===== config.mk =====
export PLATFORM = sky130hd
export DESIGN_NAME = ndn_packet_rx
export DESIGN_NICKNAME = d
export VERILOG_FILES = /design/src/rtl/ndn_packet_rx.sv
export SDC_FILE = /design/constraint.sdc
export NUM_CORES = 1
export LEC_CHECK = 0
export BUFFER_PORTS_ARGS = -buffer_cell sky130_fd_sc_hd__buf_2
export CAP_MARGIN = 15
export CORE_UTILIZATION = 60
export CTS_BUF_LIST = sky130_fd_sc_hd__clkbuf_2 sky130_fd_sc_hd__clkbuf_4 sky130_fd_sc_hd__clkbuf_8
export DETAILED_ROUTE_END_ITERATION = 12
export PLACE_DENSITY = 0.94
export SKIP_LAST_GASP = 1
export SLEW_MARGIN = 10
export SYNTH_ARGS = -nofsm -noshare
export SYNTH_HDL_FRONTEND = slang
export SYNTH_SLANG_ARGS = --single-unit

===== constraint.sdc =====
create_clock -name clk -period 40.2 [get_ports clk]
set_input_delay 4.02 -clock clk [delete_from_list [all_inputs] [get_ports clk]]
set_output_delay 4.02 -clock clk [all_outputs]
set_load 0.01 [all_outputs]

===== src/rtl/ndn_packet_rx.sv =====
// NDN byte-stream deframer: metadata, prefix and optional payload
// assembled into one packet and offered to the FIB with valid/ready.
module ndn_packet_rx #(
  parameter int PREFIX_BYTES   = 8,
  parameter int DATA_BYTES     = 32,
  parameter int TIMEOUT_CYCLES = 255
) (
  input  logic                      clk,
  input  logic                      rst,
  input  logic                      data_ready,
  input  logic [7:0]                data_in,
  input  logic                      fib_ready,
  output logic                      pkt_valid,
  output logic                      pkt_is_data,
  output logic [8*PREFIX_BYTES-1:0] pkt_prefix,
  output logic [5:0]                pkt_prefix_len,
  output logic [8*DATA_BYTES-1:0]   pkt_data,
  output logic                      rx_busy,
  output logic                      rx_error
);

  localparam int PW = 8*PREFIX_BYTES;
  localparam int DW = 8*DATA_BYTES;
  localparam int IW = $clog2(TIMEOUT_CYCLES+1);

  typedef enum logic [1:0] {
    S_META,
    S_PREFIX,
    S_DATA,
    S_OUT
  } state_t;

  state_t state, state_next;

  logic          is_data_q;
  logic [5:0]    len_q;
  logic [PW-1:0] prefix_sr;
  logic [PW-1:0] prefix_out;
  logic [DW-1:0] data_sr;
  logic [5:0]    byte_cnt;
  logic [IW-1:0] idle_cnt;
  logic          err_q;

  logic          err_next;
  logic          last_byte;
  logic          load_out;
  logic [PW-1:0] pfx_src;
  logic [PW-1:0] pfx_mask;

  always_ff @(posedge clk or posedge rst) begin
    if (rst) state <= S_META;
    else     state <= state_next;
  end

  always_comb begin
    state_next = state;
    err_next   = 1'b0;
    last_byte  = 1'b0;
    unique case (state)
      S_META: begin
        if (data_ready) state_next = S_PREFIX;
      end
      S_PREFIX, S_DATA: begin
        if (data_ready) begin
          if (state == S_PREFIX)
            last_byte = (byte_cnt == 6'(PREFIX_BYTES-1));
          else
            last_byte = (byte_cnt == 6'(DATA_BYTES-1));
          if (last_byte) begin
            if (state == S_PREFIX && is_data_q) begin
              state_next = S_DATA;
            end else if (len_q == 6'd0) begin
              state_next = S_META;
              err_next   = 1'b1;
            end else begin
              state_next = S_OUT;
            end
          end
        end else if (idle_cnt == IW'(TIMEOUT_CYCLES-1)) begin
          state_next = S_META;
          err_next   = 1'b1;
        end
      end
      S_OUT: begin
        // bytes here are overruns and are dropped
        err_next = data_ready;
        if (fib_ready) state_next = S_META;
      end
      default: state_next = S_META;
    endcase
  end

  assign load_out = (state_next == S_OUT) && (state != S_OUT);
  assign pfx_src  = (state == S_PREFIX) ?
                    {prefix_sr[PW-9:0], data_in} : prefix_sr;
  assign pfx_mask = (PW'(1) << len_q) - PW'(1);

  always_ff @(posedge clk or posedge rst) begin
    if (rst) begin
      is_data_q  <= 1'b0;
      len_q      <= '0;
      prefix_sr  <= '0;
      prefix_out <= '0;
      data_sr    <= '0;
      byte_cnt   <= '0;
      idle_cnt   <= '0;
      err_q      <= 1'b0;
    end else begin
      err_q <= err_next;
      if (load_out) prefix_out <= pfx_src & pfx_mask;
      case (state)
        S_META: begin
          idle_cnt <= '0;
          if (data_ready) begin
            is_data_q <= data_in[7];
            len_q     <= data_in[5:0];
            prefix_sr <= '0;
            data_sr   <= '0;
            byte_cnt  <= '0;
          end
        end
        S_PREFIX, S_DATA: begin
          if (data_ready) begin
            if (state == S_PREFIX)
              prefix_sr <= {prefix_sr[PW-9:0], data_in};
            else
              data_sr <= {data_sr[DW-9:0], data_in};
            byte_cnt <= last_byte ? 6'd0 : byte_cnt + 6'd1;
            idle_cnt <= '0;
          end else if (state_next != state) begin
            idle_cnt <= '0;
          end else if (idle_cnt != '1) begin
            idle_cnt <= idle_cnt + 1'b1;
          end
        end
        default: idle_cnt <= '0;
      endcase
    end
  end

  assign pkt_valid      = (state == S_OUT);
  assign pkt_is_data    = is_data_q;
  assign pkt_prefix     = prefix_out;
  assign pkt_prefix_len = len_q;
  assign pkt_data       = data_sr;
  assign rx_busy        = (state != S_META);
  assign rx_error       = err_q;

endmodule

# --- After elaboration in Yosys (flattened, before gate mapping) ---
# Cells that the tools add are included.
classes:
  add_sub_neg: 3
  n_eq_ne: 14
  shift: 1
  n_mux: 35
  bitwise: 1
  n_reduce_logical: 10
ops:
  columns: ["operator", "count"]
  rows:
  - ["256-bit 2-to-1 mux", 3]
  - ["256-bit case mux with 2 select lines", 1]
  - ["64-bit 2-to-1 mux", 3]
  - ["64-bit case mux with 2 select lines", 1]
  - ["64-bit AND", 1]
  - ["1-bit by 6-bit left shift with 64-bit output, first input constant", 1]
  - ["64-bit by 2-bit subtractor with 64-bit output, second input constant", 1]
  - ["8-bit 2-to-1 mux", 4]
  - ["6-bit 2-to-1 mux", 3]
  - ["2-bit 2-to-1 mux", 7]
  - ["6-bit case mux with 2 select lines", 1]
  - ["1-bit 2-to-1 mux", 10]
  - ["8-bit by 1-bit adder with 8-bit output, second input constant", 1]
  - ["8-bit equality test, second input constant", 1]
  - ["2-bit != test, second input constant", 4]
  - ["8-bit != test, second input constant", 1]
  - ["6-bit by 1-bit adder with 6-bit output, second input constant", 1]
  - ["2-bit equality test, second input constant", 3]
  - ["6-bit by 3-bit equality test with 1-bit output, second input constant", 1]
  - ["6-bit by 5-bit equality test with 1-bit output, second input constant", 1]
  - ["6-bit logical NOT", 1]
  - ["2-bit case mux with 3 select lines", 1]
  - ["4-bit != test, second input constant", 1]
  - ["4-bit AND reduction", 1]
  - ["9 further kinds", 11]
totals:
  ff_bits: 408
  inputBits: 12
  out_inout_bits: 330
  word_cells: 73

# --- Longest topological paths before layout ---
# Gate-level depths: netlist (run 1).
depth:
  ltp_word: 11
  ltp_mapped: 11
  mapped_depth_nobuf: 8

# --- Worst setup path after synthesis (run 1) ---
# No wires, ideal clock.
synth_timing:
  kind: "input -> register"
  start: "input fib_ready"
  end: "register prefix_out[0], in the netlist pkt_prefix[0]"
  arrival_ns: 5.782
  t_required_ns: 40.072
  slack_ns: 34.290
  path_stages: 6
  path_buffers: 1
  path_cell_list: "or3b_2 -> o21a_1 -> a21o_1 -> a221oi_4 -> buf_6 -> mux2_1"
synth_between:
  elab_chain_len: 4
synth_rtl:
  columns: ["item", "line", "text"]
  rows:
  - ["start, declared", "12", "input logic fib_ready,"]
  - ["2-bit 2-to-1 mux", "87", "if (fib_ready) state_next = S_META;"]
  - ["2-bit case mux with 3 select lines", "59", "unique case (state)"]
  - ["2-bit equality test", "93", "assign load_out = (state_next == S_OUT) && (state != S_OUT);"]
  - ["1-bit logical AND", "93", null]
  - ["end signal, assigned", "110", "if (load_out) prefix_out <= pfx_src & pfx_mask;"]
  - ["end, declared", "38", "logic [PW-1:0] prefix_out;"]
# No other way between the ends.
# A chain may end at the register's enable or synchronous reset.

# --- Worst setup path in the final report (run 1) ---
layout_timing:
  start: "input data_ready"
  end: "register data_sr[200], in the netlist pkt_data[200]"
layout_between:
  elab_chain_len: 2
layout_rtl:
  columns: ["item", "line", "text"]
  rows:
  - ["start, declared", "10", "input logic data_ready,"]
  - ["2-bit != test (no line)", null, null]
  - ["4-bit AND reduction (no line) (*)", null, null]
  - ["end signal, assigned", "127", "data_sr <= {data_sr[DW-9:0], data_in};"]
  - ["end, declared", "39", "logic [DW-1:0] data_sr;"]
# Every way passes the cells marked *; elsewhere a longest branch is shown, timed or not.

==> results.sh, run 1 <==
export IMPL_cts_buffers=66
export IMPL_leakage_nw=10.7
export IMPL_synthMuxAreaShare=0.0809
export IMPL_hold_class="register to register"
export IMPL_placed_area_um2=18800
export IMPL_r2r_end="pkt_data[200]"
export IMPL_worst_path_max_delay_cell="buf_4"
export IMPL_wl_per_cell_um=24.0
export IMPL_cts_setup_buffers=0
export IMPL_final_cell_area_um2=20100
export IMPL_htree_levels=3
export IMPL_slowest_delay_ns=1.00
export IMPL_fin_setup_tns_ns=0
export IMPL_cts_resized=0
export IMPL_r2r_slack_ns=35.68
export IMPL_die_area_um2=28800
export IMPL_clkTransAtPathRegs_ns=0.06
export IMPL_p_int_uw=830
export IMPL_p_sw_uw=525
export IMPL_path_max_fanout=118
export IMPL_synthToLayoutAreaGrowth_pct=18.9
export IMPL_reg2reg_from="state[0]"
export IMPL_drtAntennaViolNets=0
export IMPL_combPwrFrac=0.333
export IMPL_synthSimpleGateAreaFrac=0.0503
export IMPL_path_buf_inv=3
export IMPL_status="completed"
export IMPL_syn_nets=1340
export IMPL_cts_tree="built"
export IMPL_vias=13700
export IMPL_nNetsFinal=1651
export IMPL_critPathTopFamily="buffers and inverters"
export IMPL_cp_cell_sequence="buf_2 -> nand2_1 -> nor2_4 -> buf_4 -> buf_4 -> a22o_1"
export IMPL_clock_skew_ns=0.0351
export IMPL_cts_buffer_depth=3
export IMPL_ys_ff_latch=407
export IMPL_synth_top_family_by_area="compound AO/OA/AOI/OAI gates"
export IMPL_grt_pass1_wl_um=75000
export IMPL_insertion_delay_ns=0.59
export IMPL_cpMostUsedCell="buf_4"
export IMPL_port_buffers=341
export IMPL_gp_congestion=0.931
export IMPL_vdd_drop_max_v=0.0000419
export IMPL_synth_distinct_cells=59
export IMPL_track_usage=0.336
export IMPL_dp_hpwl_um=30900
export IMPL_finalCritPeriodShare=0.177
export IMPL_power_per_cell_area_nw_per_um2=67.6
export IMPL_row_count=61
export IMPL_drv_cap=0
export IMPL_slew_headroom=0.170
export IMPL_synthFlopType="dfrtp_1"
export IMPL_synth_seq_area_share=0.604
export IMPL_grt_overflow=0
export IMPL_start_util=0.609
export IMPL_crit_end="pkt_data[200]"
export IMPL_post_route_util=0.724
export IMPL_coreArea_um2=27700
export IMPL_layout_drive_gt1_share=0.323
export IMPL_async_reset_ff_frac=1.00
export IMPL_cp_arrival_ns=7.59
export IMPL_crit_required_ns=40.69
export IMPL_first_iter_violations=1966
export IMPL_drc=0
export IMPL_p_seq_frac=0.407
export IMPL_avgSynthCellArea_um2=12.8
export IMPL_syn_area_um2=16900
export IMPL_start_kind="primary input"
export IMPL_stdcell_count=2047
export IMPL_finalPower_mw=1.36
export IMPL_placed_cells=1941
export IMPL_grt_antenna_before_repair=2
export IMPL_pin_count=342
export IMPL_cp_num_cells=6
export IMPL_maxSlewViolCount=0
export IMPL_grt_pass1_vias=12900
export IMPL_vias_per_cell=6.70
export IMPL_ff2ff_path_depth=7
export IMPL_cts_hold_buf=0
export IMPL_synth_xor_area_share=0.00363
export IMPL_worstMarginPinSlew_ns=1.25
export IMPL_setup_worst_path_start="data_ready"
export IMPL_crit_path_end_kind="register"
export IMPL_synth_compound_area_frac=0.224
export IMPL_synth_fa_ha_area_frac=0.00519
export IMPL_grt_max_degree=257
export IMPL_fp_dieH_um=170
export IMPL_layout_common_cells="407 x dfrtp_1, 341 x buf_2, 318 x a22o_1"
export IMPL_setup_viol_count_final=0
export IMPL_cts_root_buf="clkbuf_8"
export IMPL_period_needed_ns=7.11
export IMPL_synth_edf_count=0
export IMPL_crit_type="primary input to register"
export IMPL_die_w_um=170
export IMPL_first_pass_iters=7
export IMPL_hold_viol_final=0
export IMPL_routed_wl_um=49100
export IMPL_netlist_instances=1321
export IMPL_rsz0062_at_grt="no"
export IMPL_max_freq_mhz=141
export IMPL_antennaDiodeCount=0
export IMPL_clkPwrFrac=0.260
export IMPL_final_common_cell="dfrtp_1"
export IMPL_yosysWarningCount=0
export IMPL_p_sw_frac=0.387
export IMPL_clock_sinks=407
[synth_stat cells (all sizes together) (2+ instances only)]
cell type    n  area share
dfrtp      407        0.60
o22ai        2     0.00074
a21o         2     0.00089
or3          7      0.0026
a211o        3      0.0016
a221oi       4      0.0031
a31oi       10      0.0037
clkbuf      90       0.020
nor4         3      0.0024
nand4        4      0.0015
a22oi        5      0.0022
nor2        34      0.0076
nand3b       2     0.00089
xor2         2      0.0010
nand2b       8      0.0030
nand2       40      0.0089
ha           7      0.0052
o221ai       2      0.0010
a22o       318        0.17
nand3       20      0.0059
mux2i       61       0.036
buf         23      0.0079
a311oi       4      0.0021
nor2b        8      0.0030
nor3        20      0.0059
a21oi       39       0.012
or2          5      0.0019
and3         6      0.0022
o21a         4      0.0018
o211ai      13      0.0058
xnor2        5      0.0026
and2         3      0.0011
a211oi       9      0.0040
inv         18      0.0040
and3b        2      0.0010
mux2        67       0.045
nor3b        2     0.00089
o21ai       43       0.013
o31ai        6      0.0027
[cell type report]
| class | instances | area (um^2) |
|---|---|---|
| clock buffer | 91 | 1140 |
| sequential | 407 | 10200 |
| clock inverter | 14 | 135 |
| inverter | 19 | 78.8 |
| fill | 1745 | 7650 |
| tap | 378 | 473 |
| timing repair buffer | 356 | 1860 |
| multi-input combinational | 782 | 6180 |
[layer usage]
metal | vias up | GRT usage | share of wire
met5 | - | 0 | 0.00022
met4 | 2 | 0.204 | 0.067
met3 | 236 | 0.0791 | 0.099
met2 | 989 | 0.538 | 0.47
met1 | 6823 | 0.415 | 0.36
li1 | 5661 | - | -
[power groups by stage]
stage               clock, mW  combinational (mW)  sequential, mW
floorplan                   0               0.290           0.554
global placement            0               0.422           0.548
detailed placement          0               0.436           0.553
CTS                     0.356               0.440           0.548
global route            0.372               0.480           0.559
finish                  0.353               0.451           0.552
[flip-flops by register name (all words and copies together) (netlist names)]
name and cells:
rx_error 1, state 2, pkt_prefix 64, pkt_is_data 1, prefix_sr 63, byte_cnt 6, pkt_prefix_len 6, idle_cnt 8
pkt_data 256
[stage by stage]
step	setup slack, ns	hold WS [ns]
6_report	33.09	0.486
4_1_cts	33.26	0.481
5_1_grt	32.96	0.509
2_1_floorplan	24.86	0.442
3_5_place_dp	32.68	0.472
3_3_place_gp	32.84	0.457
[logic make-up (layout without fill, tap and decap cells)]
kind of cell	count (synthesis)	after routing
xor gates and xnor gates	7	7
AOI/OAI and AO/OA	473	473
adders and majority gates	7	7
DFF	407	407
buffers and inverters	132	480
muxes	128	128
and+or+nand+nor	167	167
[worst min path at each step]
stage	start	endpoint	slack [ns]	cells past startpoint
after floorplan	byte_cnt[5]	byte_cnt[5]	0.44	1
after global placement	byte_cnt[5]	byte_cnt[5]	0.46	1
after detailed placement	pkt_prefix[1]	pkt_prefix[1]	0.47	1
after CTS	byte_cnt[5]	byte_cnt[5]	0.48	1
after global routing	byte_cnt[5]	byte_cnt[5]	0.51	1
final	pkt_prefix[1]	pkt_prefix[1]	0.49	1
Note: power is estimated with default switching activity, not from simulation.
==> run 2: changes to the inputs <==
CORE_UTILIZATION = 57   (was 60)
PLACE_DENSITY = 0.9   (was 0.94)
clock period = 7.4 ns   (was 40.2 ns; I/O delays follow)
==> results.sh, run 2 (synthesis results as in run 1) <==
export IMPL_rsz0062_at_grt="no"
export IMPL_start_kind="register"
export IMPL_cts_buffers=66
export IMPL_first_pass_iters=6
export IMPL_hold_worst_slack_ns=0.376
export IMPL_clock_skew_ns=0.0302
export IMPL_status="completed"
export IMPL_largest_reg_flops=256
export IMPL_synthToLayoutAreaGrowth_pct=19.3
export IMPL_drc=0
export IMPL_cts_root_buf="clkbuf_8"
export IMPL_pin_count=342
export IMPL_p_sw_mw=2.83
export IMPL_wl_per_cell_um=23.0
export IMPL_finalCritPeriodShare=0.475
export IMPL_placed_cells=1949
export IMPL_path_max_fanout=60
export IMPL_stdcell_count=2057
export IMPL_finalPower_mw=7.38
export IMPL_first_iter_violations=1670
export IMPL_final_common_cell="dfrtp_1"
export IMPL_p_sw_frac=0.384
export IMPL_grt_pass1_wl_um=73600
export IMPL_hold_class="primary input to async pin"
export IMPL_worstMarginPinSlew_ns=1.12
export IMPL_htree_levels=3
export IMPL_max_freq_mhz=284
export IMPL_post_route_util=0.695
export IMPL_die_area_um2=30300
export IMPL_die_w_um=174
export IMPL_antennaDiodeCount=0
export IMPL_combPwrFrac=0.331
export IMPL_crit_required_ns=7.86
export IMPL_cp_arrival_ns=3.97
export IMPL_cts_setup_buffers=0
export IMPL_clkTransAtPathRegs_ns=0.07
export IMPL_insertion_delay_ns=0.59
export IMPL_track_usage=0.309
export IMPL_cts_resized=0
export IMPL_port_buffers=341
export IMPL_grt_antenna_before_repair=1
export IMPL_grt_overflow=0
export IMPL_vias_per_cell=6.48
export IMPL_leakage_nw=10.7
export IMPL_power_per_cell_area_nw_per_um2=367
export IMPL_fp_dieH_um=174
export IMPL_p_int_mw=4.55
export IMPL_n_fill_cell=1991
export IMPL_vias=13300
export IMPL_gp_congestion=0.919
export IMPL_period_needed_ns=3.52
export IMPL_cts_hold_buf=0
export IMPL_setup_viol_count_final=0
export IMPL_cts_tree="built"
export IMPL_slew_headroom=0.255
export IMPL_hold_viol_final=0
export IMPL_clock_sinks=407
export IMPL_nNetsFinal=1653
export IMPL_cts_buffer_depth=3
export IMPL_crit_path_end_kind="register"
export IMPL_drv_cap=0
export IMPL_grt_max_degree=257
export IMPL_clkPwrFrac=0.265
export IMPL_crit_type="register to register"
export IMPL_layout_drive_gt1_share=0.325
export IMPL_start_util=0.583
export IMPL_vdd_drop_max_v=0.000276
export IMPL_routed_wl_um=47400
export IMPL_grt_pass1_vias=12700
export IMPL_dp_hpwl_um=30700
export IMPL_p_seq_frac=0.404
export IMPL_row_count=62
export IMPL_coreArea_um2=28900
export IMPL_fin_setup_tns_ns=0
export IMPL_maxSlewViolCount=0
export IMPL_drtAntennaViolNets=0
export IMPL_layout_common_cells="407 x dfrtp_1, 341 x buf_2, 318 x a22o_1"
run 2: metal layers:
layer	vias to the layer above	share of wire	wire [um]	GRT usage
li1	5676	-	-	-
met1	6688	0.39	18500	0.404
met2	827	0.48	22800	0.495
met3	145	0.083	3930	0.0658
met4	2	0.045	2130	0.144
met5	-	0.00021	10	0
run 2: worst paths after layout:
| path | to | slack, ns | from | cells after the start |
|---|---|---|---|---|
| worst max register to register | pkt_prefix[24] | 3.88 | state[1] | 9 |
| worst min register to register | pkt_data[254] | 0.50 | pkt_data[254] | 1 |
| min in group clk | prefix_sr[1] | 0.46 | data_in[1] | 2 |
| worst max-delay path | pkt_prefix[24] | 3.88 | state[1] | 9 |
| max in group asynchronous | pkt_data[105] | 5.53 | rst | 3 |
| worst min-delay path | pkt_prefix[62] | 0.38 | rst | 2 |
run 2: final cells by class:
cell class              count  area, um^2  share of cell area
clock buffers              90        1160              0.0578
clock inverters            17         150             0.00746
inverters                  19        75.1             0.00373
multi-input cells         782        6180               0.307
flip-flops and latches    407       10200               0.506
well taps                 384         480              0.0239
repair buffers            358        1880              0.0936
run 2: per-stage QoR:
| step | setup slack, ns | cell area (um^2) |
|---|---|---|
| CTS | 3.96 | 20100 |
| detailed placement | 3.99 | 18800 |
| finish | 3.88 | 20100 |
| floorplan | 1.18 | 16900 |
| global placement | 4.05 | 18800 |
| global route | 3.76 | 20100 |
run 2: critical path, stage by stage (launching register included):
cell and delay (ns):
dfrtp_1 0.43, inv_1 0.15, ha_4 0.38, buf_4 0.73
nand2_1 0.12, o211ai_1 0.15, o211ai_1 0.20, a221oi_4 0.26
buf_4 0.46, mux2_2 0.40
run 2: power by group through the flow:
stage                     Sequential [mW]  Combinational [mW]  Clock [mW]
after floorplan                      3.01                1.58           0
after global placement               2.98                2.33           0
after detailed placement             3.00                2.39           0
after CTS                            2.97                2.40        2.00
after global routing                 3.01                2.60        2.10
final                                2.98                2.45        1.96
